[src/rtl/prio_sel_gen8_pkg.sv]
// Shared select-encoding package for the jet-finding 8:1 priority mux path.
// Imported by prio_sel_gen8, its interface and the prio_enc8 sub-module.
package jet_mux_pkg;

  localparam int unsigned N_IN  = 8;
  localparam int unsigned SEL_W = 4;

  // 4'b0iii selects input iii; 4'b1000 makes the mux emit 0.
  localparam logic [SEL_W-1:0] SEL_NONE = 4'b1000;

  typedef enum logic {
    IDLE,
    SCAN
  } state_e;

  function automatic logic [3:0] popcount8(input logic [N_IN-1:0] v);
    logic [3:0] c;
    c = '0;
    for (int unsigned i = 0; i < N_IN; i++) begin
      c = c + 4'(v[i]);
    end
    return c;
  endfunction

endpackage

[src/rtl/prio_sel_gen8_if.sv]
// Burst/select bus between the jet-candidate valid logic and prio_sel_gen8.
// master: burst source and select consumer; slave: the select generator.
interface prio_sel_gen8_if #(
  parameter int unsigned TAG_WIDTH = 8
);
  import jet_mux_pkg::*;

  logic                 load;
  logic [N_IN-1:0]      mask;
  logic [TAG_WIDTH-1:0] tag_in;
  logic                 hold;
  logic                 ready;
  logic [SEL_W-1:0]     sel;
  logic                 sel_valid;
  logic                 last;
  logic [TAG_WIDTH-1:0] tag_out;
  logic [3:0]           n_set;

  modport master (
    output load, mask, tag_in, hold,
    input  ready, sel, sel_valid, last, tag_out, n_set
  );

  modport slave (
    input  load, mask, tag_in, hold,
    output ready, sel, sel_valid, last, tag_out, n_set
  );

endinterface

[src/rtl/prio_sel_gen8_prio_enc8.sv]
// prio_enc8: combinational first-set-bit finder over an 8-bit vector.
// Default picks the lowest set index; PRIO_SEL_GEN8_MSB_FIRST_EN picks the highest.
module prio_enc8
  import jet_mux_pkg::*;
(
  input  logic [N_IN-1:0] vec,
  output logic [2:0]      idx,
  output logic            any
);

  // Scan so that the preferred bit is the last one to overwrite idx.
  always_comb begin
    idx = '0;
    any = |vec;
`ifdef PRIO_SEL_GEN8_MSB_FIRST_EN
    for (int unsigned i = 0; i < N_IN; i++) begin
      if (vec[i]) idx = 3'(i);
    end
`else
    for (int unsigned i = N_IN; i > 0; i--) begin
      if (vec[i-1]) idx = 3'(i - 1);
    end
`endif
  end

endmodule

[src/rtl/prio_sel_gen8.sv]
// prio_sel_gen8: issues one mux select per cycle for each set bit of a burst
// mask, with burst tag, popcount and last marker.
// Optional macro PRIO_SEL_GEN8_MSB_FIRST_EN: scan highest index first.
module prio_sel_gen8
  import jet_mux_pkg::*;
#(
  parameter int unsigned TAG_WIDTH = 8
) (
  input  logic             clk,
  input  logic             rst,
  prio_sel_gen8_if.slave   bus
);

  state_e               state_q, state_d;
  logic [N_IN-1:0]      pend_q, pend_d;
  logic [SEL_W-1:0]     sel_q, sel_d;
  logic                 sel_valid_q, sel_valid_d;
  logic                 last_q, last_d;
  logic [TAG_WIDTH-1:0] tag_q, tag_d;
  logic [3:0]           n_set_q, n_set_d;

  logic [N_IN-1:0]      enc_vec;
  logic [N_IN-1:0]      pend_next;
  logic [2:0]           enc_idx;
  logic                 enc_any;

  // In IDLE the first element comes straight from the incoming mask so it
  // can be emitted on the load edge; in SCAN it comes from the pending bits.
  assign enc_vec   = (state_q == IDLE) ? bus.mask : pend_q;
  assign pend_next = enc_vec & ~(8'(1) << enc_idx);

  prio_enc8 u_enc (
    .vec (enc_vec),
    .idx (enc_idx),
    .any (enc_any)
  );

  assign bus.ready     = (state_q == IDLE) && !bus.hold;
  assign bus.sel       = sel_q;
  assign bus.sel_valid = sel_valid_q;
  assign bus.last      = last_q;
  assign bus.tag_out   = tag_q;
  assign bus.n_set     = n_set_q;

  // Next-state and next-output computation; hold keeps every register.
  always_comb begin
    state_d     = state_q;
    pend_d      = pend_q;
    sel_d       = sel_q;
    sel_valid_d = sel_valid_q;
    last_d      = last_q;
    tag_d       = tag_q;
    n_set_d     = n_set_q;
    if (!bus.hold) begin
      unique case (state_q)
        IDLE: begin
          if (bus.load) begin
            tag_d   = bus.tag_in;
            n_set_d = popcount8(bus.mask);
            if (enc_any) begin
              sel_d       = {1'b0, enc_idx};
              sel_valid_d = 1'b1;
              pend_d      = pend_next;
              last_d      = (pend_next == '0);
              state_d     = (pend_next == '0) ? IDLE : SCAN;
            end else begin
              sel_d       = SEL_NONE;
              sel_valid_d = 1'b1;
              last_d      = 1'b1;
              pend_d      = '0;
            end
          end else begin
            sel_d       = SEL_NONE;
            sel_valid_d = 1'b0;
            last_d      = 1'b0;
          end
        end
        SCAN: begin
          sel_d       = {1'b0, enc_idx};
          sel_valid_d = 1'b1;
          pend_d      = pend_next;
          last_d      = (pend_next == '0);
          state_d     = (pend_next == '0) ? IDLE : SCAN;
        end
        default: state_d = IDLE;
      endcase
    end
  end

  // State and registered outputs; synchronous reset dominates load and hold.
  always_ff @(posedge clk) begin
    if (rst) begin
      state_q     <= IDLE;
      pend_q      <= '0;
      sel_q       <= SEL_NONE;
      sel_valid_q <= 1'b0;
      last_q      <= 1'b0;
      tag_q       <= '0;
      n_set_q     <= '0;
    end else begin
      state_q     <= state_d;
      pend_q      <= pend_d;
      sel_q       <= sel_d;
      sel_valid_q <= sel_valid_d;
      last_q      <= last_d;
      tag_q       <= tag_d;
      n_set_q     <= n_set_d;
    end
  end

endmodule

[src/flat_wrapper.sv]
// flat-port wrapper written by rule: the top's interface ports become plain ports
module prio_sel_gen8_flat import jet_mux_pkg::*;
#(
  parameter int unsigned TAG_WIDTH = 8
)
  (clk, rst, bus_load, bus_mask, bus_tag_in, bus_hold, bus_ready, bus_sel, bus_sel_valid, bus_last, bus_tag_out, bus_n_set);
  prio_sel_gen8_if #(.TAG_WIDTH(TAG_WIDTH)) bus_i ();
  input  logic clk;
  input  logic rst;
  input wire logic [$bits(bus_i.load)-1:0] bus_load;
  input wire logic [$bits(bus_i.mask)-1:0] bus_mask;
  input wire logic [$bits(bus_i.tag_in)-1:0] bus_tag_in;
  input wire logic [$bits(bus_i.hold)-1:0] bus_hold;
  output wire logic [$bits(bus_i.ready)-1:0] bus_ready;
  output wire logic [$bits(bus_i.sel)-1:0] bus_sel;
  output wire logic [$bits(bus_i.sel_valid)-1:0] bus_sel_valid;
  output wire logic [$bits(bus_i.last)-1:0] bus_last;
  output wire logic [$bits(bus_i.tag_out)-1:0] bus_tag_out;
  output wire logic [$bits(bus_i.n_set)-1:0] bus_n_set;
  assign bus_i.load = bus_load;
  assign bus_i.mask = bus_mask;
  assign bus_i.tag_in = bus_tag_in;
  assign bus_i.hold = bus_hold;
  assign bus_ready = bus_i.ready;
  assign bus_sel = bus_i.sel;
  assign bus_sel_valid = bus_i.sel_valid;
  assign bus_last = bus_i.last;
  assign bus_tag_out = bus_i.tag_out;
  assign bus_n_set = bus_i.n_set;
  prio_sel_gen8 #(.TAG_WIDTH(TAG_WIDTH)) u_core (.clk(clk), .rst(rst), .bus(bus_i));
endmodule
[config.mk]
export PLATFORM = sky130hd
export DESIGN_NAME = prio_sel_gen8_flat
export DESIGN_NICKNAME = d
export VERILOG_FILES = /design/src/rtl/prio_sel_gen8_pkg.sv /design/src/rtl/prio_sel_gen8_if.sv /design/src/rtl/prio_sel_gen8_prio_enc8.sv /design/src/rtl/prio_sel_gen8.sv /design/src/flat_wrapper.sv
export SDC_FILE = /design/constraint.sdc
export NUM_CORES = 1
export LEC_CHECK = 0
export CAP_MARGIN = 15
export CORE_MARGIN = 3
export CORE_UTILIZATION = 49
export DETAILED_ROUTE_END_ITERATION = 6
export PLACE_DENSITY = 0.8
export SLEW_MARGIN = 20
export SYNTH_ARGS = -nofsm -noshare
export SYNTH_HDL_FRONTEND = slang
export SYNTH_SLANG_ARGS = --single-unit
[constraint.sdc]
create_clock -name clk -period 3.99 [get_ports clk]
set_clock_uncertainty 0.15 [all_clocks]
set_input_delay 0.399 -clock clk [delete_from_list [all_inputs] [get_ports clk]]
set_output_delay 0.399 -clock clk [all_outputs]
set_load 0.02 [all_outputs]
==> flow_summary.toml <==
[run_status]
status = "completed"

[cells_and_area]
final_util = 0.691
fin_area_um2 = 1990
drive_gt1_frac = 0.0354
diodes = 0
filler_cell_count = 258
layout.cells.non_filler = 268
nNetsFinal = 254
area_growth_pct = 28.1

[placement]
dp_hpwl_um = 3180
pre_cts_ws_ns = 0.214
post_dp_cell_area_um2 = 1960
placed_cells = 264
place_congestion = 0.884
port_buffers = 38

[cts]
cts-root-buf = "clkbuf_4"
cts_resized = 0
hold_buffers = 0
cts_tree = "done"
clk_latency_ns = 0.34
cts_htree_levels = 1
post_cts_buffers = 0
cts.sinks = 27
cts_buffer_depth = 2
path_clk_slew_ns = 0.16
cts_inserted_buffers = 3

[detailed_routing]
route.vias.total = 1524
wl_per_cell_um = 15.3
ant_nets = 0
routed_wirelength_um = 4100
drt-met1-wl_um = 1870
via_per_inst = 5.69
dr.pass1.iters = 4
dr.max_layer_used = "met4"
route.met3.wl_um = 132
met2WireLength_um = 2020
drt_iter0_markers = 79
drc = 0

[setup_path]
crit_family = "adder cells"
r2r_slack_ns = 0.90
reg2reg_depth = 5
cp.arrival_ns = 3.53
worstSetupPathType = "in2reg"
slowest_delay_ns = 0.66
required_ns = 4.08
cp_common_cell = "fa_1"
crit_chain = "clkdlybuf4s50_1, ha_1, inv_1, fa_1, fa_1, inv_1, fa_1, inv_1, fa_1, a211oi_1"
reg2reg_to = "u_core.state_q$_SDFFE_PP0N_"
path_buf_inv = 4
start_kind = "primary input"
end_kind = "flip-flop"
worst-path-max-fanout = 9
rr_startpoint = "u_core.state_q$_SDFFE_PP0N_"
slowest_stage = "clkdlybuf4s50_1"

[pwr]
p_per_area_nw_per_um2 = 309
power_frac_seq = 0.488
power_mw = 0.615
p_sw_mw = 0.203
power.internal_mw = 0.412
p_comb_frac = 0.307
leakage_nw = 0.746
clockPowerShare = 0.205
peakVddDrop_v = 0.000176
switching_share = 0.330

[grt]
grt_pass1_vias = 1458
overflow = 0
antenna_found_initial = 0
grt.total_usage = 0.218
grt_pass1_wl_um = 7000
grt_max_degree = 29

[sta]
timing.final.hold_violations = 0
fmax_ghz = 0.291
fin_hold_ws_ns = 0.313
fin_crit_ns = 3.44
setup_violations = 0
post-route-period-util = 0.862
rsz0062_at_grt = "false"
slew_viol_final = 0
finalWorstSetupSlack_ns = 0.549
timing.setup.tns_ns = 0
slew_headroom = 0.325
worst_pin_slew_ns = 1.01

[synth]
synth_area_leader_cell = "dfxtp_1"
netlist_instances = 192
yosysWarnings = 0
yosysUniqueCellTypes = 42
synth-seq-cells = 27
syn_area_um2 = 1550
synthTopCellsByArea = "dfxtp_1 (35%), a21oi_1 (7.4%), nand2_1 (7.0%), fa_1 (5.2%), a211o_1 (4.5%)"
syn_nets = 219
synth_top_area_frac = 0.348
synth_edf_count = 0
synthFlopType = "dfxtp_1"
synth_seq_area_share = 0.348
async_flop_share = 0
syn_avg_cell_area_um2 = 8.08

[min_path]
hp-start = "u_core.bus.tag_out[3]$_SDFFE_PP0P_"
min_to = "u_core.bus.tag_out[3]$_SDFFE_PP0P_"
min_path_type = "reg2reg"
hold_depth = 2

[floorplan]
design.die.area_um2 = 3880
die_w_um = 62.3
top_level_ports = 39
core_area_um2 = 2880
initial_core_util = 0.539
num_rows = 19
die_h_um = 62.3

[job]
max_cap_viol_count = 0
## worst max path at each step
stage                            from                                to  slack [ns]  cells after the start
final                     bus_mask[0]  u_core.bus.n_set[1]$_SDFFE_PP0P_        0.55                     10
after global routing      bus_mask[0]  u_core.bus.n_set[1]$_SDFFE_PP0P_        0.42                     10
after CTS                 bus_mask[0]  u_core.bus.n_set[1]$_SDFFE_PP0P_        0.56                     10
after detailed placement  bus_mask[0]  u_core.bus.n_set[1]$_SDFFE_PP0P_        0.21                     10
after global placement    bus_mask[0]  u_core.bus.n_set[1]$_SDFFE_PP0P_        0.42                     10
after floorplan           bus_mask[0]  u_core.bus.n_set[1]$_SDFFE_PP0P_        1.08                      9
## cells in the mapped netlist, types with 4 or more instances
cell type and number:
nand2b_1 6, o21ai_0 4, a22oi_1 6, nor2_1 15, fa_1 4, nand2_1 29, dfxtp_1 27, a211o_1 8
inv_1 13, clkbuf_1 8, a21oi_1 23
## power groups by stage
stage / registers, mW / clock network (mW) / logic (mW)
after global routing: 0.303 / 0.139 / 0.212
after floorplan: 0.313 / 0 / 0.106
after CTS: 0.300 / 0.126 / 0.189
after global placement: 0.305 / 0 / 0.181
final: 0.300 / 0.126 / 0.189
after detailed placement: 0.306 / 0 / 0.189
## routing by layer
| layer | GRT usage | vias up |
|---|---|---|
| met3 | 0.0252 | 7 |
| li1 | - | 753 |
| met2 | 0.372 | 31 |
| met1 | 0.282 | 733 |
| met5 | 0 | - |
| met4 | 0.0799 | 0 |
## flip-flops by register name (all words and copies together), names as in the netlist
register	flops
u_core.pend_q	8
u_core.bus.sel_valid	1
u_core.state_q	1
u_core.bus.n_set	4
u_core.bus.tag_out	8
u_core.bus.sel	4
u_core.bus.last	1
## layout make-up
type | instances | area [um2] | share of cell area
clock buffers | 4 | 26.3 | 0.0132
inverters | 13 | 48.8 | 0.0245
flip-flops and latches | 27 | 541 | 0.272
well taps | 42 | 52.6 | 0.0264
multi-input cells | 142 | 925 | 0.465
repair buffers | 40 | 395 | 0.199
## placed cells by master, fill, tap and decap left out, drive strengths merged, types with 2 or more instances in the layout
master,n
ha,3
inv,13
or3,3
a211oi,2
a21o,3
nand3,3
nand2b,6
a21oi,23
clkbuf,4
o21ai,5
or3b,3
nor2,15
mux2i,3
nand2,29
clkdlybuf4s50,38
a22oi,6
buf,2
o211ai,2
dfxtp,27
o221a,2
fa,4
a211o,8
nor2b,3
## logic make-up (layout without fill, tap and decap cells)
kind of cell / count (synthesis) / in the layout / synth area share
buffers and inverters: 23 / 57 / 0.0556
adder cells (fa/ha/maj): 7 / 7 / 0.0758
AO/OA/AOI/OAI: 64 / 64 / 0.293
multiplexers: 3 / 3 / 0.0194
XOR/XNOR: 1 / 1 / 0.00565
AND/OR/NAND/NOR: 67 / 67 / 0.202
flip-flops: 27 / 27 / 0.348
## worst min-delay path, stage by stage, from the launching register on
cell     delay [ns]
dfxtp_1        0.34
nand2_1        0.05
a21oi_1        0.05
No activity file was read; power rests on OpenSTA's default activity.
==> edit: new RTL, config.mk and constraints unchanged <==
Make the reset (`rst`) asynchronous in one clocked block. Comments in the files are not updated.
--- a/src/rtl/prio_sel_gen8.sv
+++ b/src/rtl/prio_sel_gen8.sv
@@ -88,7 +88,7 @@
   end
 
   // State and registered outputs; synchronous reset dominates load and hold.
-  always_ff @(posedge clk) begin
+  always_ff @(posedge clk or posedge rst) begin
     if (rst) begin
       state_q     <= IDLE;
       pend_q      <= '0;
Function: differs if rst is asserted again (counterexample within 4 cycles, from zero or initial values and one cycle with rst high); with rst held inactive, the same outputs for 4 cycles.
==> edit against the unedited design <==
  * Via count down 17%
  * Cell area up 2.6%
  * Worst setup slack better by 0.31 ns
  * Synthesized cell count down 25%
  * Area after synthesis up 4.0%
  * Non-clock buffer count down 2
  * Sequential cell count unchanged
  * Routed wire length down 10%
Power is not compared: it rests on default switching activity, and its combinational part moved more than twofold at a synthesized area within 25%.
==> edit: results (changes against the unedited design) <==
stage	metric	value	unit	change
critical_path	reg2reg setup slack	1.36	ns	+0.46 ns
critical_path	reg2reg path depth	5		unchanged
worst_hold_path	HP Class	primary input to asynchronous set/reset pin		
global_route	GR Util met2	33.9	%	-3.3 points
placed_design	dpl cells	221		-16%
final_layout	Net count, final	209		-18%
global_route	first-pass GRT wire length	6330	µm	-9.5%
logic_synthesis	most common library cells after synthesis	26 x dfrtp_1, 20 x nand2_1, 12 x inv_1		
logic_synthesis	Syn Area/Cell	11.2	µm²	+39%
placed_design	pre-CTS setup slack	0.481	ns	+0.267 ns
sta	final hold slack	0.292	ns	-0.0205 ns
critical_path	Arrival @ worst endpoint	3.24	ns	-0.29 ns
run_status	status	finished clean		
clock_tree	CTS buffer count	3		unchanged
critical_path	Worst R2R Start	u_core.state_q$_DFFE_PP0N_		
logic_synthesis	register area share after synthesis	42.0	%	+7.1 points
placed_design	Final HPWL DP	2800	µm	-12%
routing	met1 wire length	1570	µm	-16%
global_route	met1 usage in global routing	24.2	%	-4.0 points
critical_path	Crit. Startpoint	bus_mask[1]		
routing	vias per inst	5.64		-0.82%
logic_synthesis	Synth cell types	44		+4.8%
clock_tree	post-CTS setup repair buffer count	0		unchanged
placed_design	count of input and output buffers	38		unchanged
critical_path	Reg2Reg Capture Point	u_core.state_q$_DFFE_PP0N_		
logic_synthesis	ys flop type	dfrtp_1		
critical_path	CP max FO	3		-6
placed_design	Placer Congestion	0.864		-2.3%
sta	Max Fclk	320	MHz	+10%
final_layout	ratio of cells with drive above 1 in the final layout	16.0	%	+12 points
routing	met2 routed WL	1830	µm	-9.3%
logic_synthesis	dominant cells by area after synthesis	dfrtp_1 40%, mux2_2 7.0%, fa_1 5.0%, nand2_1 4.7%, a32o_1 3.1%		
routing	met3 wire length	183	µm	+39%
logic_synthesis	ys async rst share	100	%	+100 points
critical_path	CP Capture Point	u_core.bus.n_set[1]$_DFFE_PP0P_		
routing	wire per inst	16.4	µm	+7.2%
sta	relative slew slack	35.4	%	+2.9 points
global_route	largest net degree at the start of global routing	28		-3.4%
global_route	met3 usage	4.46	%	+1.9 points
clock_tree	CTS Root Cell	clkbuf_4		
logic_synthesis	Post-Syn Nets	171		-22%
global_route	Total GRT Usage	20.2	%	-1.6 points
[edit: changes by cell type in the layout (fill, tap and decap cells not counted), sizes merged, moves of 8 or more]
cell   before  now
a211o       8    0
dfxtp      27    0
a21oi      23    1
nor2       15    4
mux2        0   14
nand2      29   20
dfrtp       0   26
[edit: worst max-delay path: stages]
cell and delay, ns:
clkdlybuf4s50_1 0.51, ha_1 0.24, inv_1 0.07, fa_1 0.43, fa_1 0.50, inv_1 0.05
fa_1 0.38, inv_1 0.09, fa_1 0.40, o21ai_0 0.18
[edit: final cells by class]
class | instances | area, µm² | share of cell area [%]
multi-input combinational | 100 | 856 | 41.9
sequential | 27 | 677 | 33.2
timing repair buffer | 38 | 380 | 18.6
tap | 44 | 55.1 | 2.70
inverter | 12 | 45.0 | 2.21
clock buffer | 3 | 22.5 | 1.10
clock inverter | 1 | 5.00 | 0.245
[edit: kinds of logic (layout without fill, tap and decap cells)]
| family | count (synthesis) | after routing | share of synthesized area, % |
|---|---|---|---|
| buffers and inverters | 17 | 54 | 4.96 |
| adders and majority gates | 7 | 7 | 7.29 |
| AOI/OAI and AO/OA | 36 | 36 | 20.1 |
| muxes | 19 | 19 | 13.8 |
| xor gates and xnor gates | 1 | 1 | 0.543 |
| and+or+nand+nor | 37 | 37 | 11.3 |
| DFF | 27 | 27 | 42.0 |
[edit: stage by stage]
stage                     instance area, µm²  util (%)  power [mW]
final                                   2040      65.8        1.51
after global routing                    2040      65.8        1.61
after detailed placement                2010      64.9        1.38
after CTS                               2040      65.8        1.51
after floorplan                         1610         -        1.09
after global placement                  2010      64.9        1.35
[edit: power by group]
part	internal [mW]	total [mW]	switching (mW)
logic	0.430	0.874	0.444
registers	0.389	0.505	0.116
clock network	0.0377	0.126	0.0883
